--- src/rtl/i2c_byte_sequencer.sv ---
// ---------------------------------------------------------------------------
// i2c_byte_sequencer
//
// Single-byte I2C master. Each accepted request runs one transaction:
//   START, {addr,rw} MSB first, address ACK, one data byte (write or read),
//   data ACK / master NACK, STOP.
// SCL is generated from a quarter-phase timer (DIVIDER clk per quarter) and
// the slave may stretch the high half of any SCL period.
// Pads are open-drain: the *_oe outputs pull the line low when 1.
//
// Ports
//   clk      system clock, rising edge
//   rst      asynchronous active-low reset
//   start    request pulse, accepted only while idle
//   addr     7-bit slave address (captured on accept)
//   rw       0 = write, 1 = read (captured on accept)
//   wdata    byte to write (captured on accept)
//   busy     transaction in progress
//   done     one-cycle pulse when the transaction finishes
//   ack_err  slave NACKed address or write data; held until next accept
//   rdata    byte read from the slave; held until next accept
//   scl_oe   1 = pull SCL low
//   sda_oe   1 = pull SDA low
//   scl_in   synchronised SCL pad level
//   sda_in   synchronised SDA pad level
// ---------------------------------------------------------------------------
module i2c_byte_sequencer #(
    parameter int DIVIDER = 4,
    parameter int CBITS   = 8
) (
    input  logic       clk,
    input  logic       rst,
    input  logic       start,
    input  logic [6:0] addr,
    input  logic       rw,
    input  logic [7:0] wdata,
    output logic       busy,
    output logic       done,
    output logic       ack_err,
    output logic [7:0] rdata,
    output logic       scl_oe,
    output logic       sda_oe,
    input  logic       scl_in,
    input  logic       sda_in
);

    typedef enum logic [3:0] {
        S_IDLE,
        S_START,
        S_ADDR,
        S_AACK,
        S_WRITE,
        S_WACK,
        S_READ,
        S_RNACK,
        S_STOP
    } state_t;

    localparam logic [CBITS-1:0] LP_CNT_MAX = CBITS'(DIVIDER - 1);

    state_t           r_state;
    state_t           w_state_next;
    logic [CBITS-1:0] r_cnt;
    logic [1:0]       r_q;
    logic [2:0]       r_bit;
    logic [7:0]       r_abyte;      // {addr, rw}
    logic [7:0]       r_wdata;
    logic [7:0]       r_rdata;
    logic             r_ack_err;
    logic             r_sda_oe;
    logic             r_done;

    logic             w_scl_oe;
    logic             w_stretch;
    logic             w_adv;
    logic             w_q_end;
    logic             w_slot_end;
    logic             w_sample;
    logic             w_accept;
    logic             w_byte_last;
    logic             w_tx_bit;
    logic             w_sda_oe_next;

    // SCL is held low for the first half of every bit slot; START keeps it
    // released so the SDA fall in its second half forms the start condition.
    assign w_scl_oe    = (r_state != S_IDLE) && (r_state != S_START) && !r_q[1];

    // Clock stretching: while we release SCL but the line still reads low,
    // the slave is holding it, so the quarter timer freezes.
    assign w_stretch   = r_q[1] && !w_scl_oe && !scl_in;
    assign w_adv       = (r_state != S_IDLE) && !w_stretch;
    assign w_q_end     = w_adv && (r_cnt == LP_CNT_MAX);
    assign w_slot_end  = w_q_end && (r_q == 2'd3);
    assign w_sample    = w_q_end && (r_q == 2'd2);
    assign w_accept    = (r_state == S_IDLE) && start;
    assign w_byte_last = (r_bit == 3'd7);

    always_comb begin
        // NOTE: every signal driven here gets a default first, so no branch
        // can leave it unassigned and infer a latch.
        w_tx_bit = 1'b1;
        case (r_state)
            S_ADDR:  w_tx_bit = r_abyte[3'd7 - r_bit];
            S_WRITE: w_tx_bit = r_wdata[3'd7 - r_bit];
            default: w_tx_bit = 1'b1;
        endcase
    end

    // ---------------- FSM: state register ----------------
    always_ff @(posedge clk or negedge rst) begin
        if (!rst) begin
            r_state <= S_IDLE;
        end else begin
            // NOTE: registers use non-blocking assignment so every flop
            // samples the values present before the clock edge.
            r_state <= w_state_next;
        end
    end

    // ---------------- FSM: next state ----------------
    always_comb begin
        w_state_next = r_state;
        case (r_state)
            S_IDLE:  if (start) w_state_next = S_START;
            S_START: if (w_slot_end) w_state_next = S_ADDR;
            S_ADDR:  if (w_slot_end && w_byte_last) w_state_next = S_AACK;
            S_AACK: begin
                if (w_slot_end) begin
                    if (r_ack_err)       w_state_next = S_STOP;
                    else if (r_abyte[0]) w_state_next = S_READ;
                    else                 w_state_next = S_WRITE;
                end
            end
            S_WRITE: if (w_slot_end && w_byte_last) w_state_next = S_WACK;
            S_WACK:  if (w_slot_end) w_state_next = S_STOP;
            S_READ:  if (w_slot_end && w_byte_last) w_state_next = S_RNACK;
            S_RNACK: if (w_slot_end) w_state_next = S_STOP;
            S_STOP:  if (w_slot_end) w_state_next = S_IDLE;
            default: w_state_next = S_IDLE;
        endcase
    end

    // ---------------- SDA drive ----------------
    // SDA is registered and only updated on quarter boundaries. Data slots
    // switch at the q0->q1 boundary (mid SCL-low). START drops SDA while SCL
    // is high; STOP pulls SDA low from slot entry and releases it while SCL
    // is high.
    always_comb begin
        w_sda_oe_next = r_sda_oe;
        case (r_state)
            S_IDLE:  w_sda_oe_next = 1'b0;
            S_START: if (w_q_end && r_q == 2'd1) w_sda_oe_next = 1'b1;
            S_ADDR, S_WRITE:
                if (w_q_end && r_q == 2'd0) w_sda_oe_next = !w_tx_bit;
            S_AACK, S_WACK, S_READ, S_RNACK:
                if (w_q_end && r_q == 2'd0) w_sda_oe_next = 1'b0;
            S_STOP:  if (w_q_end && r_q == 2'd2) w_sda_oe_next = 1'b0;
            default: w_sda_oe_next = 1'b0;
        endcase
        if (w_slot_end && w_state_next == S_STOP) begin
            w_sda_oe_next = 1'b1;
        end
    end

    // ---------------- Datapath / timing ----------------
    always_ff @(posedge clk or negedge rst) begin
        if (!rst) begin
            r_cnt     <= '0;
            r_q       <= 2'd0;
            r_bit     <= 3'd0;
            r_abyte   <= 8'h00;
            r_wdata   <= 8'h00;
            r_rdata   <= 8'h00;
            r_ack_err <= 1'b0;
            r_sda_oe  <= 1'b0;
            r_done    <= 1'b0;
        end else begin
            r_done   <= (r_state == S_STOP) && w_slot_end;
            r_sda_oe <= w_sda_oe_next;

            if (w_accept) begin
                r_abyte   <= {addr, rw};
                r_wdata   <= wdata;
                r_ack_err <= 1'b0;
                r_cnt     <= '0;
                r_q       <= 2'd0;
                r_bit     <= 3'd0;
            end else begin
                if (w_adv) begin
                    if (r_cnt == LP_CNT_MAX) begin
                        r_cnt <= '0;
                        r_q   <= r_q + 2'd1;
                    end else begin
                        r_cnt <= r_cnt + CBITS'(1);
                    end
                end

                // Bit index wraps 7->0 at the end of each byte phase.
                if (w_slot_end && (r_state == S_ADDR || r_state == S_WRITE ||
                                   r_state == S_READ)) begin
                    r_bit <= r_bit + 3'd1;
                end

                if (w_sample) begin
                    case (r_state)
                        S_AACK, S_WACK: if (sda_in) r_ack_err <= 1'b1;
                        S_READ:         r_rdata <= {r_rdata[6:0], sda_in};
                        default:        ;
                    endcase
                end
            end
        end
    end

    assign busy    = (r_state != S_IDLE);
    assign done    = r_done;
    assign ack_err = r_ack_err;
    assign rdata   = r_rdata;
    assign scl_oe  = w_scl_oe;
    assign sda_oe  = r_sda_oe;

endmodule

--- config.mk ---
export PLATFORM = sky130hd
export DESIGN_NAME = i2c_byte_sequencer
export DESIGN_NICKNAME = d
export VERILOG_FILES = /design/src/rtl/i2c_byte_sequencer.sv
export SDC_FILE = /design/constraint.sdc
export NUM_CORES = 1
export LEC_CHECK = 0
export ABC_CLOCK_PERIOD_IN_PS = 2900
export BUFFER_PORTS_ARGS = -buffer_cell sky130_fd_sc_hd__buf_2
export CORE_MARGIN = 4
export CORE_UTILIZATION = 56
export DETAILED_ROUTE_END_ITERATION = 8
export PLACE_DENSITY_LB_ADDON = 0.25
export SLEW_MARGIN = 20
export SYNTH_ARGS = -nofsm -noshare
export SYNTH_HDL_FRONTEND = slang
export SYNTH_SLANG_ARGS = --single-unit
--- constraint.sdc ---
create_clock -name clk -period 2.9 [get_ports clk]
set_input_delay 0.435 -clock clk [delete_from_list [all_inputs] [get_ports clk]]
set_output_delay 0.435 -clock clk [all_outputs]
set_load 0.02 [all_outputs]
## After elaboration in Yosys (flattened, before gate mapping)

Cells that the tools add are included.

- Register bits after elaboration: 44
- Word-level logic and storage cells: 108

- Equality and inequality tests: 19
- Mux-type cells: 34
- Reductions and logical operators: 39
- Bitwise gates (word level): 1
- $add $sub $neg: 4
- $lt $le $gt $ge: 1

Operators by type and width:

| kind | count |
|---|---|
| 2-to-1 mux 4 bit | 9 |
| case mux 4 bit (8 select lines) | 1 |
| 2-to-1 mux 8 bit | 3 |
| equality test 4 x 3 -> 1 bit (second input constant) | 4 |
| logical AND 1 bit | 15 |
| != test 3 bit (second input constant) | 4 |
| nonzero test 2 bit | 6 |
| 2-to-1 mux 1 bit | 11 |
| adder 8 x 1 -> 8 bit (second input constant) | 1 |
| equality test 4 x 2 -> 1 bit (second input constant) | 2 |
| equality test 4 bit (second input constant) | 2 |
| equality test 8 x 2 -> 1 bit (second input constant) | 1 |
| 2-to-1 mux 2 bit | 4 |
| binary-select mux 1 bit (select 3 bit) | 2 |
| 2-to-1 mux 3 bit | 2 |
| AND reduction 3 bit | 2 |
| OR reduction 2 bit | 3 |
| logical NOT 1 bit | 5 |
| equality test 2 bit (second input constant) | 2 |
| equality test 4 x 1 -> 1 bit (second input constant) | 1 |
| logical NOT 4 bit | 1 |
| < comparator 3 x 4 -> 1 bit (second input constant) | 1 |
| != test 4 x 1 -> 1 bit (second input constant) | 1 |
| case mux 1 bit (4 select lines) | 1 |
| other kinds (13) | 14 |

## Logic depth before layout (Yosys ltp)

Gate-level depths: netlist of the first run.

- Depth after elaboration: 17
- Depth in mapped cells: 7

## Worst setup path before layout of the first run

No wires, ideal clock.

- Kind: reg-to-reg
- Start: register r_cnt[3]
- End: register r_rdata[0], in the netlist rdata[0]
- Stages on the path, launching flop included: 6
- Clock period less this slack: 2.124 ns
- Required time: 2.775 ns
- Data arrival time: 1.999 ns
- Path buffers: 0
- Setup slack: 0.776 ns
- Cell sequence: dfrtp_1 -> or4_4 -> or3_4 -> nor3_4 -> nand3_4 -> mux2_2

- Word-level cells in the longest chain between the ends: 4

Ends and longest elaborated chain:

| element | RTL line | RTL |
|---|---|---|
| start: declaration | 63 | `logic [CBITS-1:0] r_cnt;` |
| start signal: assignment | 194 | `r_cnt <= r_cnt + CBITS'(1);` |
| equality test 8 x 2 -> 1 bit | 92 | `assign w_q_end = w_adv && (r_cnt == LP_CNT_MAX);` |
| logical AND 1 bit | 92 |  |
| logical AND 1 bit | 94 | `assign w_sample = w_q_end && (r_q == 2'd2);` |
| AND reduction 3 bit (no source line) | n/a |  |
| end signal: assignment | 207 | `S_READ: r_rdata <= {r_rdata[6:0], sda_in};` |
| end: declaration | 68 | `logic [7:0] r_rdata;` |

Every way passes these cells.
A chain may end at the register's enable or synchronous reset.

## Worst setup path after layout of the first run

- Start: register r_cnt[0]
- End: register r_state[2]

- Word-level cells in the longest chain between the ends: 6

Ends and longest elaborated chain:

| element | RTL line | RTL |
|---|---|---|
| equality test 8 x 2 -> 1 bit * | 92 |  |
| logical AND 1 bit * | 92 |  |
| logical AND 1 bit * | 93 | `assign w_slot_end = w_q_end && (r_q == 2'd3);` |
| logical AND 1 bit | 126, 134, 136 |  |
| 2-to-1 mux 4 bit (on tied branches) | 136, 126, 134 |  |
| case mux 4 bit (8 select lines) * | 123 | `case (r_state)` |
| net w_state_next[2] | 62 | `state_t w_state_next;` |
| end signal: assignment | 116 | `r_state <= w_state_next;` |
| end: declaration | 61 | `state_t r_state;` |

The timed path passes the listed nets; every way through them passes the cells marked *.

==> run_results.csv, run 1 <==
group,metric,value,unit
sta,final.setup_skew,8.534,ps
worst_setup_path,critical_path_peak_fanout,4,
grt,gr-total-overflow,0,
synth,synth-async-reset-ratio,1.000,
final_layout,layout.cells.most_common_list,"nand2_1 (63), dfrtp_1 (44), buf_2 (33)",
detailed_routing,wire_per_inst,14.11,um
cts,tritoncts_buffer_count,5,
worst_setup_path,cp.required,3120,ps
grt,grt_start_max_net_pins,45,
final_layout,area_growth_syn_to_fin,11.78,%
worst_setup_path,arrival,2620,ps
sta,fin_crit_sh,0.8299,
worst_setup_path,critPathLaunch,"r_cnt[0]",
synth,syn_inst,235,
flow_run,timing.max_cap.violations,0,
cts,post_cts.repair.setup_buffers,0,
place,hpwlAfterDp,3.198,mm
worst_setup_path,worstSetupEndpointType,"flip-flop",
sta,report.final.setup_viol,0,
cts,clock_latency,300,ps
sta,final-max-slew-violation-count,0,
final_layout,commonest_non_fill_non_tap_cell_in_the_layout,"nand2_1",
place,port_buffers,33,
die,top_level_ports,34,
power_and_ir_drop,total_power_divided_by_cell_area,785.9,nW/um2
power_and_ir_drop,ir_drop,452.6,uV
synth,synth_top_flop_cell,"dfrtp_1",
worst_setup_path,path_cells,"ha_1, or2b_2, nor4b_1, nand3_1, or3b_2, a21oi_1",
synth,syn_area,2326,um2
detailed_routing,vias,1744,
worst_setup_path,timing.critical_path.slowest_cell_delay,530,ps
detailed_routing,drtPass1Iterations,4,
die,rows,23,
synth,seq_area_frac_synth,0.4734,
sta,worst_slew_margin_rel,0.3643,
sta,tightestPinTransition,953.6,ps
detailed_routing,ant_nets,0,
place,placed_cells_incl_taps,311,
sta,finalHoldViolCount,0,
synth,syn_nets,263,
worst_setup_path,startpoint_type,"flip-flop",
sta,hold_ws,280.6,ps
sta,final.setup.tns,0,ps
cts,htree_levels,2,
final_layout,diodes,0,
cts,clock_sinks,44,
grt,grt_use_total,0.1916,
sta,grt_setup_unrepaired,"no",
detailed_routing,via_per_inst,5.467,
worst_setup_path,crit-reg2reg-launch,"r_cnt[0]",
place,place_congestion,0.8288,
sta,period_minus_slack,2407,ps
die,coreArea,4000,um2
sta,fmaxAchievable,415.5,MHz
die,area_of_the_die,5248,um2
synth,synth.yosys.warnings,0,
cts,cts.reportedPaths.clkPinSlew,80,ps
cts,cts_tree,"done",
cts,post_cts_hold_buffer_count,0,
die,initial_utilization,0.5815,
worst_setup_path,timing_worst_setup_path_type,"reg2reg",
detailed_routing,drc_violations_left,0,
synth,postSynthAreaPerCell,9.898,um2
synth,yosys.cell_types.count,48,
grt,grt_pass1_wl,7.831,mm
die,die-width,72.45,um
hold_path,hp-class,"in2async",
cts,root_buffer,"clkbuf_8",
grt,via_count_of_the_first_global_routing_pass,1673,
cts,clk_path_buf_depth,2,
detailed_routing,drt-total-wl,4.501,mm
power_and_ir_drop,p_leak,1.310,nW
detailed_routing,initial_detailed_routing_violation_count,154,
final_layout,share_of_layout_cells_above_drive_strength_1,0.2602,
worst_setup_path,crit_slowest_cell,"nor4b_1",
cts,post_cts_resized,0,
grt,number_of_antenna_violations_at_the_first_check_in_global_routing,0,
die,floorplan.die.height,72.45,um
final_layout,finalNetCount,296,
synth,synth-seq-cells,44,
run_status,run_status,"complete, no violations",
synth,synth_edf_count,0,
final_layout,finalNonFillerCells,319,
## per-layer routing
layer / track usage / vias to the layer above / wire length, um
li1: - / 869 / -
met1: 0.2588 / 829 / 2087
met2: 0.3074 / 42 / 2158
met3: 0.04571 / 4 / 213
met4: 0.05943 / 0 / 41
met5: 0 / - / 0
## worst paths after layout
check / end / slack [ps] / cells past startpoint
worst max-delay path: r_state[2] / 490 / 6
worst min-delay path: r_cnt[7] / 280 / 1
worst max register to register: r_state[2] / 490 / 6
worst min register to register: r_wdata[4] / 480 / 2
max in group asynchronous: r_state[0] / 2030 / 1
min in group clk: r_abyte[6] / 320 / 3
## flip-flops by register name, indices dropped and copies added, names as in the netlist
signal / count
r_abyte: 8
ack_err: 1
sda_oe: 1
done: 1
r_state: 4
r_wdata: 8
rdata: 8
r_bit: 3
r_cnt: 8
r_q: 2
## cells in the mapped netlist, types with 3 or more instances
cell type | instances | share of area
mux4_2 | 3 | 0.029
inv_1 | 5 | 0.0081
nand2_1 | 63 | 0.10
a21oi_1 | 8 | 0.017
xor2_1 | 3 | 0.011
mux2i_1 | 4 | 0.017
nand3_1 | 9 | 0.019
nor3b_1 | 3 | 0.0097
clkbuf_1 | 8 | 0.013
mux2_2 | 9 | 0.044
o21ai_0 | 10 | 0.022
dfrtp_1 | 44 | 0.47
clkbuf_8 | 4 | 0.024
ha_1 | 7 | 0.038
nor2_1 | 15 | 0.024
## power breakdown
group / total (mW) / switching [mW] / leakage [nW] / internal (mW)
registers: 0.892 / 0.122 / 0.578 / 0.770
logic: 0.754 / 0.440 / 0.688 / 0.314
clock network: 0.397 / 0.203 / 0.0445 / 0.194
total: 2.04 / 0.765 / 1.31 / 1.28
## layout make-up
| cell class | count | area, um2 |
|---|---|---|
| clock buffers | 7 | 86.33 |
| clock inverters | 1 | 7.507 |
| fillers | 331 | 1400 |
| inverters | 5 | 18.77 |
| multi-input cells | 174 | 1121 |
| flip-flops and latches | 44 | 1101 |
| well taps | 50 | 62.56 |
| repair buffers | 38 | 202.7 |
## worst max-delay path: cells and delay by family, from the launching register on
kind / cells / cell delay (ps)
and+or+nand+nor: 4 / 1570
adders and majority gates: 1 / 200
DFF: 1 / 390
AOI/OAI and AO/OA: 1 / 160
## cells by family (layout without fill, tap and decap cells)
kind of cell / count (synthesis) / count (layout) / synth area share
fa+ha+maj: 7 / 7 / 0.03765
buf+inv: 17 / 51 / 0.04465
xor+xnor: 5 / 5 / 0.01883
simple gates: 119 / 119 / 0.2641
compound gates: 27 / 27 / 0.07155
mux: 16 / 16 / 0.08983
flops: 44 / 44 / 0.4734
## per-stage QoR
stage / power, mW / utilization / cell area, um2 / worst slack [ps]
after floorplan: 1.481 / - / 2326 / 775.9
after detailed placement: 1.654 / 0.6265 / 2506 / 543.8
after CTS: 2.056 / 0.6500 / 2600 / 519.4
after global placement: 1.629 / 0.6265 / 2506 / 664.4
final: 2.043 / 0.6500 / 2600 / 493.1
after global routing: 2.214 / 0.6500 / 2600 / 376.9
No activity file was read; power rests on OpenSTA's default activity.
==> inputs of run 2 (changes only) <==
Settings changed: ABC_CLOCK_PERIOD_IN_PS 2900 to 2120, CORE_UTILIZATION 56 to 51.
Clock period 2.9 ns to 2.12 ns, I/O delays scaled along.
==> run 2 against run 1 <==
Compared with the run above:
- die area up 8.7%
- maximum frequency up 15%
- flip-flop and latch count unchanged
- largest power group unchanged
- clock skew up 1.7 ps
- via count up 3.9%
- hold slack worse by 180 ps
- clock power up 66%
- sequential share of layout area down 2.9 points
- critical path type unchanged
- sequential power up 35%
- total power up 49%
- largest cell class unchanged
- register-to-register slack worse by 470 ps
- utilization down 1.3 points
==> run_results.csv, run 2 (synthesis results as in run 1) <==
group,metric,value,unit
power_and_ir_drop,clock_power_share,0.216,
power_and_ir_drop,power.share.combinational,0.389,
worst_setup_path,arrival,2290,ps
run_status,run_status,"complete, no violations",
power_and_ir_drop,total_power_divided_by_cell_area,1090,nW/um2
final_layout,diodes,0,
detailed_routing,initial_detailed_routing_violation_count,112,
detailed_routing,wire_per_inst,14.04,um
final_layout,commonest_non_fill_non_tap_cell_in_the_layout,"nand2_1",
detailed_routing,drc_violations_left,0,
sta,report.final.setup_viol,0,
power_and_ir_drop,power_report.internal_total,1.939,mW
grt,grt_pass1_wl,8.066,mm
final_layout,share_of_layout_cells_above_drive_strength_1,0.3218,
sta,tightestPinTransition,807.6,ps
sta,final.setup_skew,10.20,ps
sta,finalHoldViolCount,0,
worst_setup_path,timing.critical_path.slowest_cell_delay,530,ps
final_layout,finalNetCount,316,
cts,htree_levels,2,
detailed_routing,drt-total-wl,4.788,mm
cts,clock_sinks,44,
worst_setup_path,path_cells,"or4_4, or3_4, nor3_4, nand3_4, mux2_2",
cts,root_buffer,"clkbuf_8",
power_and_ir_drop,switching_share,0.3632,
die,top_level_ports,34,
worst_setup_path,worstSetupEndpointType,"flip-flop",
cts,clock_latency,300,ps
grt,gr-total-overflow,0,
worst_setup_path,critical_path_peak_fanout,8,
worst_setup_path,cpLargestDelayFamily,"simple AND/OR/NAND/NOR gates",
sta,fin_crit_sh,0.9907,
final_layout,finalNonFillerCells,341,
sta,grt_setup_unrepaired,"yes",
sta,final-max-slew-violation-count,0,
flow_run,timing.max_cap.violations,0,
detailed_routing,ant_nets,0,
sta,period_minus_slack,2100,ps
sta,fmaxAchievable,476.1,MHz
die,die-width,75.54,um
grt,via_count_of_the_first_global_routing_pass,1755,
sta,worst_slew_margin_rel,0.4616,
cts,cts.reportedPaths.clkPinSlew,90,ps
hold_path,hp-class,"in2async",
die,floorplan.die.height,75.54,um
die,area_of_the_die,5706,um2
detailed_routing,via_per_inst,5.314,
die,rows,24,
cts,clk_path_buf_depth,2,
place,pre_cts_slack,2.869,ps
detailed_routing,drtPass1Iterations,4,
worst_setup_path,crit_slowest_cell,"or4_4",
die,initial_utilization,0.5305,
final_layout,area_growth_syn_to_fin,20.06,%
worst_setup_path,startpoint_type,"flip-flop",
power_and_ir_drop,ir_drop,653.9,uV
cts,tritoncts_buffer_count,5,
power_and_ir_drop,finalPower,3.044,mW
power_and_ir_drop,p_leak,1.424,nW
place,hpwlAfterDp,3.446,mm
worst_setup_path,timing_worst_setup_path_type,"reg2reg",
power_and_ir_drop,switching_power,1.106,mW
power_and_ir_drop,sequentialPowerShare,0.395,
die,coreArea,4384,um2
grt,number_of_antenna_violations_at_the_first_check_in_global_routing,0,
place,place_congestion,0.7764,
worst_setup_path,crit_buf_inv,0,
sta,final.setup.tns,0,ps
detailed_routing,vias,1812,
final_layout,layout.cells.most_common_list,"nand2_1 (63), dfrtp_1 (44), buf_2 (33)",
worst_setup_path,cp.required,2310,ps
sta,postLayoutSetupSlackWorst,19.68,ps
grt,grt_start_max_net_pins,38,
place,placed_cells_incl_taps,332,
grt,grt_use_total,0.1842,
place,port_buffers,33,
cts,cts_tree,"done",
run 2: power by group through the flow:
stage / Sequential [mW] / Clock [mW] / Combinational (mW)
global placement: 1.21 / 0 / 1.13
global route: 1.22 / 0.709 / 1.33
CTS: 1.20 / 0.672 / 1.16
finish: 1.20 / 0.658 / 1.18
detailed placement: 1.22 / 0 / 1.15
floorplan: 1.19 / 0 / 0.832
run 2: worst paths after layout:
| path | start | to | slack (ps) | depth (start not counted) |
|---|---|---|---|---|
| max | r_cnt[3] | rdata[3] | 20 | 5 |
| min | rst | r_q[0] | 100 | 1 |
| max reg2reg | r_cnt[3] | rdata[3] | 20 | 5 |
| min reg2reg | r_abyte[4] | r_abyte[4] | 470 | 2 |
| max in group asynchronous | rst | rdata[7] | 1400 | 2 |
| min in group clk | wdata[5] | r_wdata[5] | 200 | 3 |
run 2: metal layers:
layer	vias to the layer above	wire, um	global-route usage
met4	0	27	0.04078
li1	904	-	-
met2	33	2404	0.3001
met1	871	2166	0.2515
met5	-	0	0
met3	4	189	0.04354
run 2: final cells by class:
cell class / instances / area [um2]
clock buffers: 5 / 68.82
clock inverters: 3 / 47.55
flip-flops and latches: 44 / 1101
repair buffers: 58 / 352.8
multi-input cells: 174 / 1139
well taps: 52 / 65.06
inverters: 5 / 18.77
fillers: 388 / 1592
run 2: stage by stage:
step	utilization	hold WS (ps)	instance area, um2
floorplan	-	22.41	2326
detailed placement	0.6047	458.2	2651
global placement	0.6047	452.5	2651
finish	0.6370	101.2	2793
global route	0.6370	173.7	2793
CTS	0.6327	133.0	2774
run 2: timing repair:
action | in CTS | in global routing
setup endpoints to repair | 2 | 12
setup buffers | 0 | 1
hold buffers | 0 | 0
pin swaps | 0 | 2
gates resized for setup | 1 | 2
